$ cat src/rtl/uart_tx.sv
// uart_tx: 8N1-style UART transmitter with one-deep holding register, driven by a baud tick.
//   Parameters: DATA_BITS (5..8, LSB first), STOP_BITS (1 or 2).
//   Ports:
//     clk       system clock
//     rst       asynchronous active-high reset
//     baud_tick one-cycle pulse per bit period
//     tx_data   byte to send, captured on accept
//     tx_valid  upstream has data
//     tx_ready  holding register empty (accept on tx_valid && tx_ready)
//     tx        serial line, idle high
//     busy      frame in progress or byte held
//   Optional: define UART_TX_PARITY_EN to add an even-parity bit after the data bits.
module uart_tx #(
    parameter int DATA_BITS = 8,
    parameter int STOP_BITS = 1
) (
    input  logic                 clk,
    input  logic                 rst,
    input  logic                 baud_tick,
    input  logic [DATA_BITS-1:0] tx_data,
    input  logic                 tx_valid,
    output logic                 tx_ready,
    output logic                 tx,
    output logic                 busy
);
    localparam int CW = $clog2(DATA_BITS);
`ifdef UART_TX_PARITY_EN
    typedef enum logic [2:0] {IDLE, START, DATA, PARITY, STOP} state_t;
    logic par_q, par_d;
`else
    typedef enum logic [1:0] {IDLE, START, DATA, STOP} state_t;
`endif
    state_t               state_q, state_d;
    logic [DATA_BITS-1:0] hold_q, hold_d, shift_q, shift_d;
    logic                 hold_full_q, hold_full_d, tx_q, tx_d;
    logic [CW-1:0]        bit_cnt_q, bit_cnt_d;
    logic                 stop_cnt_q, stop_cnt_d;
    logic                 stop_last, load;

    always_comb begin
        state_d     = state_q;
        hold_d      = hold_q;
        hold_full_d = hold_full_q;
        shift_d     = shift_q;
        tx_d        = tx_q;
        bit_cnt_d   = bit_cnt_q;
        stop_cnt_d  = stop_cnt_q;
`ifdef UART_TX_PARITY_EN
        par_d       = par_q;
`endif
        stop_last   = stop_cnt_q == 1'(STOP_BITS - 1);
        // A held byte launches from IDLE or straight off the final stop tick (no idle gap).
        load        = baud_tick && hold_full_q && (state_q == IDLE || (state_q == STOP && stop_last));
        if (tx_valid && !hold_full_q) begin
            hold_d      = tx_data;
            hold_full_d = 1'b1;
        end
        if (baud_tick) begin
            case (state_q)
                START: begin
                    tx_d      = shift_q[0];
                    bit_cnt_d = '0;
                    state_d   = DATA;
                end
                DATA: begin
                    if (bit_cnt_q == CW'(DATA_BITS - 1)) begin
`ifdef UART_TX_PARITY_EN
                        tx_d    = par_q;
                        state_d = PARITY;
`else
                        tx_d    = 1'b1;
                        state_d = STOP;
`endif
                        stop_cnt_d = 1'b0;
                    end else begin
                        shift_d   = shift_q >> 1;
                        tx_d      = shift_q[1];
                        bit_cnt_d = bit_cnt_q + 1'b1;
                    end
                end
`ifdef UART_TX_PARITY_EN
                PARITY: begin
                    tx_d    = 1'b1;
                    state_d = STOP;
                end
`endif
                STOP: begin
                    if (stop_last) state_d = IDLE;
                    else stop_cnt_d = stop_cnt_q + 1'b1;
                end
                default: ;
            endcase
        end
        if (load) begin
            shift_d     = hold_q;
            hold_full_d = 1'b0;
            tx_d        = 1'b0;
            state_d     = START;
`ifdef UART_TX_PARITY_EN
            par_d       = ^hold_q;
`endif
        end
    end

    always_ff @(posedge clk or posedge rst) begin
        if (rst) begin
            state_q     <= IDLE;
            hold_q      <= '0;
            hold_full_q <= 1'b0;
            shift_q     <= '0;
            tx_q        <= 1'b1;
            bit_cnt_q   <= '0;
            stop_cnt_q  <= 1'b0;
`ifdef UART_TX_PARITY_EN
            par_q       <= 1'b0;
`endif
        end else begin
            state_q     <= state_d;
            hold_q      <= hold_d;
            hold_full_q <= hold_full_d;
            shift_q     <= shift_d;
            tx_q        <= tx_d;
            bit_cnt_q   <= bit_cnt_d;
            stop_cnt_q  <= stop_cnt_d;
`ifdef UART_TX_PARITY_EN
            par_q       <= par_d;
`endif
        end
    end

    assign tx       = tx_q;
    assign tx_ready = ~hold_full_q;
    assign busy     = (state_q != IDLE) || hold_full_q;
endmodule

$ cat config.mk
export PLATFORM = sky130hd
export DESIGN_NAME = uart_tx
export DESIGN_NICKNAME = d
export VERILOG_FILES = /design/src/rtl/uart_tx.sv
export SDC_FILE = /design/constraint.sdc
export NUM_CORES = 1
export LEC_CHECK = 0
export CORE_ASPECT_RATIO = 1.75
export CORE_MARGIN = 2
export CORE_UTILIZATION = 35
export DETAILED_ROUTE_END_ITERATION = 6
export GPL_TIMING_DRIVEN = 0
export PLACE_DENSITY = 0.61
export SLEW_MARGIN = 25
export SYNTH_ARGS = -nofsm -noshare
export SYNTH_HDL_FRONTEND = slang
export SYNTH_SLANG_ARGS = --single-unit
$ cat constraint.sdc
create_clock -name clk -period 5.2 [get_ports clk]
set_input_delay 1.04 -clock clk [delete_from_list [all_inputs] [get_ports clk]]
set_output_delay 1.04 -clock clk [all_outputs]
set_load 0.01 [all_outputs]
==> impl_metrics.json, run 1 <==
{
  "status": "complete, no violations",
  "tns_ns": 0,
  "num_rows": 28,
  "hold_violations": 0,
  "holdCritPathClass": "flip-flop to flip-flop",
  "critPathMaxFanout": 4,
  "place.gp.congestion": 0.675,
  "setup_viol": 0,
  "grt_start_max_net_pins": 24,
  "worstPathRequired_ns": 4.16,
  "ctsLongestPathBuffers": 2,
  "drive_gt1_frac": 0.309,
  "wirelength_um": 2000,
  "final_util": 0.430,
  "cts_root_buffer": "clkbuf_8",
  "startpoint_type": "flip-flop",
  "tightestPinTransition_ns": 0.822,
  "syn-num-nets": 112,
  "areaGrowthSynthToFinish_pct": 19.1,
  "grtUsageTotal": 0.121,
  "die_area_mm2": 0.00397,
  "ys_ff_latch": 23,
  "power.density_mw_per_mm2": 605,
  "die_w_um": 48.5,
  "finalMaxSlewViolations": 0,
  "postCtsHoldBufs": 0,
  "synth_area_mm2": 0.00121,
  "drc": 0,
  "leakage_nw": 0.660,
  "htree_levels": 1,
  "vdd_drop_max_mv": 0.283,
  "min_period_ns": 2.59,
  "pre_cts_slack_ns": 2.84,
  "cap_violations": 0,
  "rr_worst_depth": 5,
  "final_nets": 130,
  "grt_pass1_vias": 854,
  "antennaDiodeCount": 0,
  "cts_buffers": 3,
  "fillers": 334,
  "grt_first_pass_wirelength_um": 3710,
  "crit_type": "flip-flop to output pin",
  "ios": 15,
  "finalCritPeriodShare": 0.498,
  "grt_overflow_total": 0,
  "antenna_found_initial": 0,
  "post-cts-setup-buffers": 0,
  "seq_area_frac_synth": 0.475,
  "dr.first_iter.drc_count": 5,
  "seq_area_um2": 577,
  "max-slew-margin-rel": 0.449,
  "placed_area_mm2": 0.00140,
  "end_kind": "output pin",
  "dp_hpwl_um": 1530,
  "skew_ns": 0.00104,
  "yosysUniqueCellTypes": 25,
  "cts_tree": "yes",
  "antenna_left": 0,
  "total_power_mw": 0.874,
  "netlist_instances": 93,
  "final.setup.worst_slack_ns": 2.61,
  "path_clk_slew_ns": 0.08,
  "multi_input_area_um2": 583,
  "via_per_inst": 4.92,
  "crit_arrival_ns": 1.55,
  "routedWlPerCell_um": 12.9,
  "start_util": 0.361,
  "yosys_warnings": 0,
  "dr.pass1.iters": 2,
  "cts_resized": 0,
  "vias": 762,
  "portBuffers": 13,
  "clkSinkCount": 23,
  "whs_path_depth": 1,
  "clock.fmax_mhz": 387,
  "avgSynthCellArea_um2": 13.1,
  "rsz0062_at_grt": "no",
  "insertion_delay_ns": 0.26,
  "die_h_um": 81.9,
  "core_area_mm2": 0.00336,
  "final_area_mm2": 0.00145
}
==> area by class of cell <==
class,count,share of cell area
Tap cell,45,0.0390
Clock buffer,4,0.0312
Timing Repair Buffer,13,0.0900
Inverter,6,0.0156
Multi-Input combinational cell,59,0.403
Buffer,5,0.0216
Sequential cell,23,0.399
==> path summary, 6_finish.rpt <==
| path | start | slack [ns] | endpoint |
|---|---|---|---|
| max | state_q[1]$_DFFE_PP0P_ | 2.61 | busy |
| min | hold_q[5]$_DFFE_PP0P_ | 0.51 | hold_q[5]$_DFFE_PP0P_ |
| max reg2reg | state_q[1]$_DFFE_PP0P_ | 3.25 | shift_q[5]$_DFFE_PP0P_ |
| min reg2reg | hold_q[5]$_DFFE_PP0P_ | 0.51 | hold_q[5]$_DFFE_PP0P_ |
| max in group asynchronous | rst | 3.67 | state_q[0]$_DFFE_PP0P_ |
| min in group asynchronous | rst | 1.14 | bit_cnt_q[0]$_DFFE_PP0P_ |
==> synth_stat cells <==
master / instances / area (um2)
o21ai_0: 3 / 15.0
o2bb2ai_1: 1 / 8.76
nand2_1: 1 / 3.75
ha_1: 7 / 87.6
dfrtp_1: 22 / 551
nand3_1: 1 / 5.00
buf_2: 4 / 20.0
nand2b_1: 1 / 6.26
inv_1: 6 / 22.5
nor2_1: 4 / 15.0
a2bb2oi_1: 1 / 8.76
a21oi_1: 2 / 10.0
and2b_2: 1 / 8.76
mux2_1: 1 / 11.3
o221ai_1: 2 / 17.5
mux2_4: 7 / 105
mux2_2: 15 / 169
nor3b_1: 1 / 7.51
nor2b_1: 3 / 18.8
a21boi_4: 1 / 18.8
a22o_1: 5 / 43.8
dfstp_2: 1 / 26.3
a211o_1: 1 / 8.76
nand2b_4: 1 / 13.8
buf_6: 1 / 11.3
==> logic make-up (layout without fill, tap and decap cells) <==
kind of cell	count (synthesis)	after routing	share of synthesized area
flops	23	23	0.475
buf+inv	11	28	0.0443
simple gates	13	13	0.0649
mux	23	23	0.235
compound gates	16	16	0.108
fa+ha+maj	7	7	0.0722
==> per-layer routing <==
layer | wire length (um) | GRT usage
met1 | 791 | 0.125
met2 | 1070 | 0.224
met3 | 78 | 0.0218
met4 | 59 | 0.0771
met5 | 0 | 0
==> state kept, by name (all words and copies together) (netlist names) <==
name	cells
hold_full_q	1
hold_q	8
shift_q	8
tx	1
state_q	2
bit_cnt_q	3
==> report_power, final <==
group	switching (mW)	internal [mW]	leakage [nW]
Combinational	0.176	0.267	0.359
Clock	0.0540	0.0546	0.0228
Sequential	0.0531	0.270	0.278
==> critical path, stage by stage, from the launching register on <==
cell	delay (ns)
dfrtp_1	0.41
inv_1	0.11
ha_1	0.19
nand2_1	0.06
clkdlybuf4s50_1	0.52
==> cells in the final DEF, fill, tap and decap left out, drive strengths merged <==
cell	n
clkbuf	4
clkdlybuf4s50	13
o2bb2ai	1
ha	7
a2bb2oi	1
a22o	5
o21ai	3
nor2	4
nor3b	1
clkinv	1
nand3	1
nand2b	2
o221ai	2
mux2	23
nor2b	3
and2b	1
inv	5
a21oi	2
dfstp	1
dfrtp	22
a211o	1
nand2	1
a21boi	1
buf	5
==> stage by stage <==
step           hold slack (ns)  instances
6_report                 0.506        155
4_1_cts                  0.514        155
3_3_place_gp             0.487        151
5_1_grt                  0.532        155
2_1_floorplan            0.473         93
3_5_place_dp             0.494        151
Note: power is estimated with default switching activity, not from simulation.
==> run 2, diff against run 1 <==
==> constraint.sdc (replaced) <==
create_clock -name clk -period 2.5 [get_ports clk]
set_input_delay 0.5 -clock clk [delete_from_list [all_inputs] [get_ports clk]]
set_output_delay 0.5 -clock clk [all_outputs]
set_load 0.01 [all_outputs]
==> results of run 2 <==
Same layout as run 1 (identical final DEF). Status: complete, no violations.
Among the figures that moved: setup slack after placement 2.84 ns -> 0.557 ns; setup slack after layout 2.61 ns -> 0.453 ns; hold slack 0.506 ns -> 0.499 ns; register-to-register setup slack 3.25 ns -> 0.55 ns; end point of the worst hold path hold_q[5]$_DFFE_PP0P_ -> tx$_DFFE_PP1P_; total power 0.874 mW -> 1.82 mW; worst IR drop on VDD 0.283 mV -> 0.589 mV
